<file path="config.mk">
export PLATFORM = sky130hd
export DESIGN_NAME = alu_shift_right_seq
export DESIGN_NICKNAME = d
export VERILOG_FILES = /design/src/rtl/simple_processor_pkg.sv /design/src/rtl/alu_shift_right_step.sv /design/src/rtl/alu_shift_right_seq.sv
export SDC_FILE = /design/constraint.sdc
export NUM_CORES = 1
export LEC_CHECK = 0
export ABC_AREA = 1
export CAP_MARGIN = 20
export CORE_MARGIN = 10
export CORE_UTILIZATION = 55
export DETAILED_ROUTE_END_ITERATION = 6
export DONT_BUFFER_PORTS = 1
export PLACE_DENSITY = 0.7
export SLEW_MARGIN = 5
export SYNTH_ARGS = -nofsm -noshare
export SYNTH_HDL_FRONTEND = slang
export SYNTH_SLANG_ARGS = --single-unit
</file>
<file path="constraint.sdc">
create_clock -name clk -period 1.45 [get_ports clk]
set_input_delay 0.29 -clock clk [delete_from_list [all_inputs] [get_ports clk]]
set_output_delay 0.29 -clock clk [all_outputs]
set_load 0.05 [all_outputs]
</file>
<file path="src/rtl/simple_processor_pkg.sv">
// Shared types and constants for the simple_processor ALU shift path.
// Holds the shift opcode encoding, the right-shift FSM state encoding and
// the default operand / shift-amount widths.
package simple_processor_pkg;

  localparam int SP_DATA_WIDTH  = 32;
  localparam int SP_SHIFT_WIDTH = 5;

  // Encoding 2'b11 is reserved and executes as a logical shift.
  typedef enum logic [1:0] {
    SHIFT_SRL = 2'b00,
    SHIFT_SRA = 2'b01,
    SHIFT_ROR = 2'b10
  } shift_op_e;

  typedef enum logic [1:0] {
    IDLE  = 2'b00,
    SHIFT = 2'b01,
    DONE  = 2'b10
  } shift_rt_state_e;

endpackage

</file>
<file path="src/rtl/alu_shift_right_step.sv">
// Combinational single-bit right step: drops data_i[0] and inserts fill_i at the MSB.
module alu_shift_right_step
  import simple_processor_pkg::*;
#(
  parameter int DATA_WIDTH = SP_DATA_WIDTH
) (
  input  logic [DATA_WIDTH-1:0] data_i,
  input  logic                  fill_i,
  output logic [DATA_WIDTH-1:0] data_o
);

  // Bit 0 is the bit being shifted out; the caller decides whether it feeds back as fill.
  logic unused_lsb;
  assign unused_lsb = data_i[0];

  assign data_o = {fill_i, data_i[DATA_WIDTH-1:1]};

endmodule

</file>
<file path="src/rtl/alu_shift_right_seq.sv">
// Multi-cycle right-shift unit (SRL / SRA / optional ROR), one bit per cycle.
// Request is accepted only in IDLE; the result is held with rsp_valid_o until
// the consumer takes it. Optional rotate support is enabled by defining
// ALU_SHIFT_ROTATE_EN; without it SHIFT_ROR executes as a logical shift.
module alu_shift_right_seq
  import simple_processor_pkg::*;
#(
  parameter int DATA_WIDTH  = SP_DATA_WIDTH,
  parameter int SHIFT_WIDTH = SP_SHIFT_WIDTH
) (
  input  logic                   clk,
  input  logic                   arst_i,
  input  logic                   req_valid_i,
  output logic                   req_ready_o,
  input  logic [DATA_WIDTH-1:0]  rs1_data_i,
  input  logic [SHIFT_WIDTH-1:0] shamt_i,
  input  shift_op_e              op_i,
  output logic                   rsp_valid_o,
  input  logic                   rsp_ready_i,
  output logic [DATA_WIDTH-1:0]  result_o,
  output logic                   busy_o
);

  shift_rt_state_e        state_q;
  logic [DATA_WIDTH-1:0]  data_q;
  logic [DATA_WIDTH-1:0]  data_d;
  logic [SHIFT_WIDTH-1:0] count_q;
  logic [SHIFT_WIDTH-1:0] count_d;
  logic                   sign_q;
  shift_op_e              op_q;
  logic                   rsp_valid_q;
  logic                   busy_q;
  logic                   fill;

  // Select the bit entering at the MSB; reserved and disabled encodings fall back to zero fill.
  always_comb begin
    fill = 1'b0;
    case (op_q)
      SHIFT_SRA: fill = sign_q;
`ifdef ALU_SHIFT_ROTATE_EN
      SHIFT_ROR: fill = data_q[0];
`endif
      default:   fill = 1'b0;
    endcase
  end

  alu_shift_right_step #(
    .DATA_WIDTH (DATA_WIDTH)
  ) u_step (
    .data_i (data_q),
    .fill_i (fill),
    .data_o (data_d)
  );

  // Remaining-shift counter next value.
  always_comb begin
    count_d = count_q - SHIFT_WIDTH'(1);
  end

  // Control FSM with operand, counter and response registers; reset discards any in-flight op.
  always_ff @(posedge clk or posedge arst_i) begin
    if (arst_i) begin
      state_q     <= IDLE;
      data_q      <= '0;
      count_q     <= '0;
      sign_q      <= 1'b0;
      op_q        <= SHIFT_SRL;
      rsp_valid_q <= 1'b0;
      busy_q      <= 1'b0;
    end else begin
      case (state_q)
        IDLE: begin
          if (req_valid_i) begin
            data_q  <= rs1_data_i;
            sign_q  <= rs1_data_i[DATA_WIDTH-1];
            op_q    <= op_i;
            count_q <= shamt_i;
            busy_q  <= 1'b1;
            if (shamt_i != '0) begin
              state_q <= SHIFT;
            end else begin
              state_q     <= DONE;
              rsp_valid_q <= 1'b1;
            end
          end
        end
        SHIFT: begin
          data_q  <= data_d;
          count_q <= count_d;
          if (count_q == SHIFT_WIDTH'(1)) begin
            state_q     <= DONE;
            rsp_valid_q <= 1'b1;
          end
        end
        DONE: begin
          if (rsp_ready_i) begin
            state_q     <= IDLE;
            rsp_valid_q <= 1'b0;
            busy_q      <= 1'b0;
          end
        end
        default: begin
          state_q     <= IDLE;
          rsp_valid_q <= 1'b0;
          busy_q      <= 1'b0;
        end
      endcase
    end
  end

  // Ready is held low while reset is asserted so nothing is offered during reset.
  assign req_ready_o = (state_q == IDLE) && !arst_i;
  assign rsp_valid_o = rsp_valid_q;
  assign busy_o      = busy_q;
  assign result_o    = data_q;

endmodule

</file>
==> metrics.md, run 1 <==
| Metric | Value |
|---|---|
| Status | completed |
| Core Rows | 23 |
| Max Fclk | 710 MHz |
| CTS sink count | 44 |
| Total gr overflow | 0 |
| Drt total wl | 5.57 mm |
| Worst-path maximum fanout | 4 |
| Yosys reg bits | 44 |
| Final Hold Slack | 0.145 ns |
| Relative slew slack | 65.3% |
| Hold Vio Cnt, Final | 0 |
| Die height | 85.5 µm |
| RSZ-0062 raised after global routing | yes |
| Final Core Density | 69.0% |
| Syn Area/Cell | 8.93 µm² |
| Drt wl/cell | 16.0 µm |
| GPL Wtd Cong | 0.781 |
| Synth Area in Compound Gates | 25.5% |
| Worst path required time | 1.16 ns |
| Crit start category | flop |
| I/O pins | 78 |
| Simple-Gate Fraction of Synth Area | 15.0% |
| Layout cells sized above 1 | 30.1% |
| Post-synthesis adder-cell area fraction | 1.06% |
| Final HPWL DP | 3.79 mm |
| DR vias/cell | 5.31 |
| Final worst setup slack | 0.0418 ns |
| Layout area overhead | 19.5% |
| Hold Path Class | in2reg |
| Die span in x | 85.5 µm |
| Clock transition at the registers of the reported paths | 0.07 ns |
| Clock root buffer master | clkbuf_8 |
| Initial Util | 57.7% |
| Core Area | 0.00409 mm² |
| Post-Syn Area | 0.00236 mm² |
| Total Die Area | 0.00731 mm² |
| Setup crit end kind | output port |
| Ant diodes | 0 |
| Drt drc | 0 |
| Skew final | 0.00637 ns |
| Pin count of the biggest net entering global routing | 53 |
| 1st-pass router iterations | 4 |
| Kind of critical path | reg2out |
| Worst-case clock buffer depth | 2 |
| Setup-violating endpoint count in the final report | 0 |
| Setup TNS | 0 ns |
| Global-route wire length before repair | 8.61 mm |
| Crit Reg-Reg Startpoint | state_q[0] |
| Via Count | 1,852 |
| Post-layout nets | 343 |
| Total track usage | 14.5% |
| Post-synthesis sequential area ratio | 46.7% |
| Final period utilization | 97.1% |
| Worst skew pair latency | 0.30 ns |
| Cells after Synth | 264 |
| YS warnings | 0 |
| Slew Viols, Final | 0 |
| Post-Synth XOR/XNOR Area | 0% |
| Mux cell area share after synthesis | 0.477% |
| Total CTS buffers | 5 |
| CP Launch Point | state_q[0] |
| H-tree depth | 2 |
| Antenna viol nets, final | 0 |
| CTS tree | yes |
| Iteration-0 DRC Markers | 74 |
| Max cap viols | 0 |
| Number of global-route vias before repair | 1,782 |
| Final worst path period need | 1.41 ns |
| Initial antenna violation count | 0 |
| Filler cell count | 337 |
| Largest family of logic cells by synthesized area | compound AO/OA/AOI/OAI gates |
| WP data arrival | 1.12 ns |
| Dpl ws | 0.0350 ns |
| Synth cell types | 23 |
| Number of buffers added on ports | 0 |
| Worst-Margin Slew | 0.521 ns |
| Worst Hold Launch | op_i[0] |
| Synthesized net count | 309 |
[layout make-up]
cell class	instances	area (µm²)	share of cell area, %
inverters	45	169	5.99
repair buffers	41	399	14.2
clock buffers	8	90.1	3.20
flip-flops and latches	44	1100	39.1
well taps	50	62.6	2.22
multi-input cells	161	995	35.3
[flip-flops by register name, summed over array words and instances (netlist names)]
signal / flops
op_q: 2
rsp_valid_o: 1
count_q: 5
sign_q: 1
result_o: 32
busy_o: 1
state_q: 2
[layer usage]
layer / track usage (%) / part of all wire, % / wire length, µm / up-vias
met3: 6.50 / 9.1 / 507 / 6
met5: 0 / 0 / 0 / -
li1: - / - / - / 940
met2: 21.0 / 46 / 2550 / 61
met4: 6.29 / 1.2 / 68 / 0
met1: 18.0 / 44 / 2440 / 845
[cell usage after synthesis (all sizes together)]
library cell / count / area [µm²]
buf: 13 / 95.1
clkbuf: 1 / 3.75
nand2: 62 / 248
ha: 2 / 25.0
nand3: 9 / 45.0
dfrtp: 44 / 1100
inv: 45 / 169
o211ai: 31 / 303
mux2: 1 / 11.3
a21oi: 5 / 25.0
nand4: 1 / 6.26
nor3: 1 / 5.00
nor2: 8 / 48.8
o21ai: 41 / 273
[final timing paths]
kind | slack [ns] | cells after the start | endpoint
max | 0.04 | 2 | req_ready_o
min | 0.14 | 1 | op_q[0]
max reg2reg | 0.10 | 7 | result_o[18]
min reg2reg | 0.49 | 2 | count_q[4]
max in group asynchronous | 0.74 | 3 | state_q[0]
min in group asynchronous | 0.49 | 3 | count_q[0]
[cells in the final DEF (no fill, tap or decap), drive strengths merged]
cell and n:
nand2 62, inv 45, dfrtp 44, o21ai 41, buf 38, o211ai 31, clkbuf 10, nand3 9
nor2 8, a21oi 5, ha 2, nor3 1, nand4 1, mux2 1, dlygate4sd3 1
[per-stage QoR]
step	cells	area, µm²
5_1_grt	349	2820
2_1_floorplan	264	2360
3_5_place_dp	337	2660
6_report	349	2820
3_3_place_gp	337	2660
4_1_cts	346	2760
[critical path: stages, from the launching register on]
cell and delay (ns):
dfrtp_2 0.44, nor3_2 0.20, buf_6 0.18
[timing repair]
item,in CTS,in global routing
gates cloned,0,2
gates resized for setup,2,1
hold buffers,1,0
pin swaps,0,1
endpoints found under the hold margin,44,0
endpoints found under the setup margin,1,6
buffers inserted,0,1
[cells by family after synthesis]
kind of cell               count (synthesis)
AOI/OAI and AO/OA                         77
muxes                                      1
buffers and inverters                     59
adders and majority gates                  2
DFF                                       44
and+or+nand+nor                           81
Power of run 1 is left out: the tool's default activity adds up to more than one toggle a clock period on the data nets, which glitch-free logic cannot reach.
==> run 2, diff against run 1 <==
--- a/config.mk
+++ b/config.mk
@@ -9,6 +9,7 @@
 export CAP_MARGIN = 20
 export CORE_MARGIN = 10
 export CORE_UTILIZATION = 55
+export CTS_CLUSTER_SIZE = 25
 export DETAILED_ROUTE_END_ITERATION = 6
 export DONT_BUFFER_PORTS = 1
 export PLACE_DENSITY = 0.7
==> results of run 2 <==
The final DEF is identical to that of run 1; final timing and power are the same.
Power of run 2 is left out for the same reason.
==> run 3, diff against run 2 <==
--- a/config.mk
+++ b/config.mk
@@ -7,7 +7,6 @@
 export LEC_CHECK = 0
 export ABC_AREA = 1
 export CAP_MARGIN = 20
-export CORE_MARGIN = 10
 export CORE_UTILIZATION = 55
 export CTS_CLUSTER_SIZE = 25
 export DETAILED_ROUTE_END_ITERATION = 6
==> metrics.md, run 3 (synthesis gave the netlist of run 1 again) <==
| Metric | Value |
|---|---|
| Status | completed |
| Clock root buffer master | clkbuf_8 |
| Drt total wl | 4.47 mm |
| CP Launch Point | state_q[0] |
| Initial antenna violation count | 0 |
| Worst skew pair latency | 0.28 ns |
| Setup TNS | 0 ns |
| DR vias/cell | 5.41 |
| CP Buf/Inv Count | 1 |
| Global-route wire length before repair | 7.45 mm |
| CTS tree | yes |
| Cells after DPL | 338 |
| Slowest CP cell | dfrtp_2 |
| I/O pins | 78 |
| Worst path required time | 1.16 ns |
| Slew Viols, Final | 0 |
| Final worst setup slack | 0.0418 ns |
| Kind of critical path | reg2out |
| Commonest non-fill, non-tap cell in the layout | nand2_1 |
| Final instance count without filler cells | 344 |
| Max Fclk | 710 MHz |
| Max FFs per register | 32 |
| Relative slew slack | 66.7% |
| Core Area | 0.00406 mm² |
| RSZ-0062 raised after global routing | yes |
| Hold Path Class | in2reg |
| H-tree depth | 2 |
| Final worst path period need | 1.41 ns |
| Met3 Usage GRT | 5.74% |
| Hold path depth | 1 |
| Dpl ws | 0.0448 ns |
| Post-layout nets | 341 |
| Hold Vio Cnt, Final | 0 |
| Reg-to-reg endpoint | count_q[2] |
| Crit Reg-Reg Startpoint | state_q[0] |
| Reg2reg path depth | 6 |
| Antenna viol nets, final | 0 |
| Final HPWL DP | 3.32 mm |
| Worst-case clock buffer depth | 2 |
| Die height | 67.5 µm |
| Total gr overflow | 0 |
| Final period utilization | 97.1% |
| Setup crit end kind | output port |
| Final Hold Slack | 0.158 ns |
| CP peak stage delay | 0.47 ns |
| Pin count of the biggest net entering global routing | 49 |
| Setup-violating endpoint count in the final report | 0 |
| Ant diodes | 0 |
| Worst reg2reg setup slack | 0.06 ns |
| Global routing's busiest layer | met2 |
| Via Count | 1,862 |
| Max cap viols | 0 |
| Met1 Track Usage GR | 26.9% |
| Post-CTS Setup Inserts | 0 |
| Worst-Margin Slew | 0.499 ns |
| CP top delay family | flip-flops |
| Initial Util | 58.1% |
| Crit path to | req_ready_o |
| Skew final | 0.00260 ns |
| Worst-path maximum fanout | 4 |
| CP Cell Sequence | nor3_4, buf_6 |
| Total CTS buffers | 5 |
| Number of cells on the critical path | 2 |
| Layout cells sized above 1 | 29.6% |
| Number of global-route vias before repair | 1,757 |
| 1st-pass router iterations | 4 |
| Total track usage | 22.0% |
| Die span in x | 67.5 µm |
| Layout area overhead | 17.5% |
| Drt wl/cell | 13.0 µm |
| Crit start category | flop |
| Number of buffers added on ports | 0 |
| Leading cell types in the layout, fill and taps excluded | nand2_1, dfrtp_1, inv_1, buf_4, o21ai_0 |
| CTS sink count | 44 |
| Clock transition at the registers of the reported paths | 0.07 ns |
| Drt drc | 0 |
| WP data arrival | 1.12 ns |
| GPL Wtd Cong | 0.787 |
| Met2 Track Usage GR | 37.1% |
| Core Rows | 23 |
| Iteration-0 DRC Markers | 71 |
| Total Die Area | 0.00455 mm² |
==> run 3: worst min path at each step <==
stage                  from            to
finish              op_i[0]       op_q[0]
global route        op_i[0]       op_q[0]
CTS                 op_i[0]       op_q[0]
detailed placement   arst_i  result_o[31]
global placement     arst_i  result_o[31]
floorplan           op_i[0]       op_q[0]
==> run 3: timing repair <==
item,in CTS,in global routing
hold buffers,1,0
pin swaps,0,1
hold endpoints to repair,19,0
gates resized for setup,2,3
endpoints found under the setup margin,1,11
gates cloned,0,0
==> run 3: layer usage <==
metal | vias to the layer above | share of wire [%]
met2 | 53 | 47
met1 | 871 | 46
met3 | 6 | 5.3
li1 | 932 | -
met4 | 0 | 1.0
met5 | - | 0
==> run 3: metrics by stage <==
| step | cell area [µm²] | util (%) |
|---|---|---|
| after CTS | 2760 | 68.0 |
| after floorplan | 2360 | - |
| after global routing | 2770 | 68.3 |
| after detailed placement | 2680 | 65.9 |
| after global placement | 2680 | 65.9 |
| final | 2770 | 68.3 |
==> run 3: worst reg2reg max path, delay by kind of cell (launching register included) <==
kind,cells,cell delay [ns]
and+or+nand+nor,2,0.24
buffers and inverters,2,0.39
AOI/OAI and AO/OA,2,0.20
DFF,1,0.45
==> run 3: final cells by class <==
cell class                      count  area (µm²)
Fill cell                         347        1290
Sequential cell                    44        1100
Multi-Input combinational cell    161        1010
Timing Repair Buffer               39         362
Inverter                           45         169
Clock buffer                        5        68.8
Tap cell                           50        62.6
Power of run 3 is left out for the same reason.
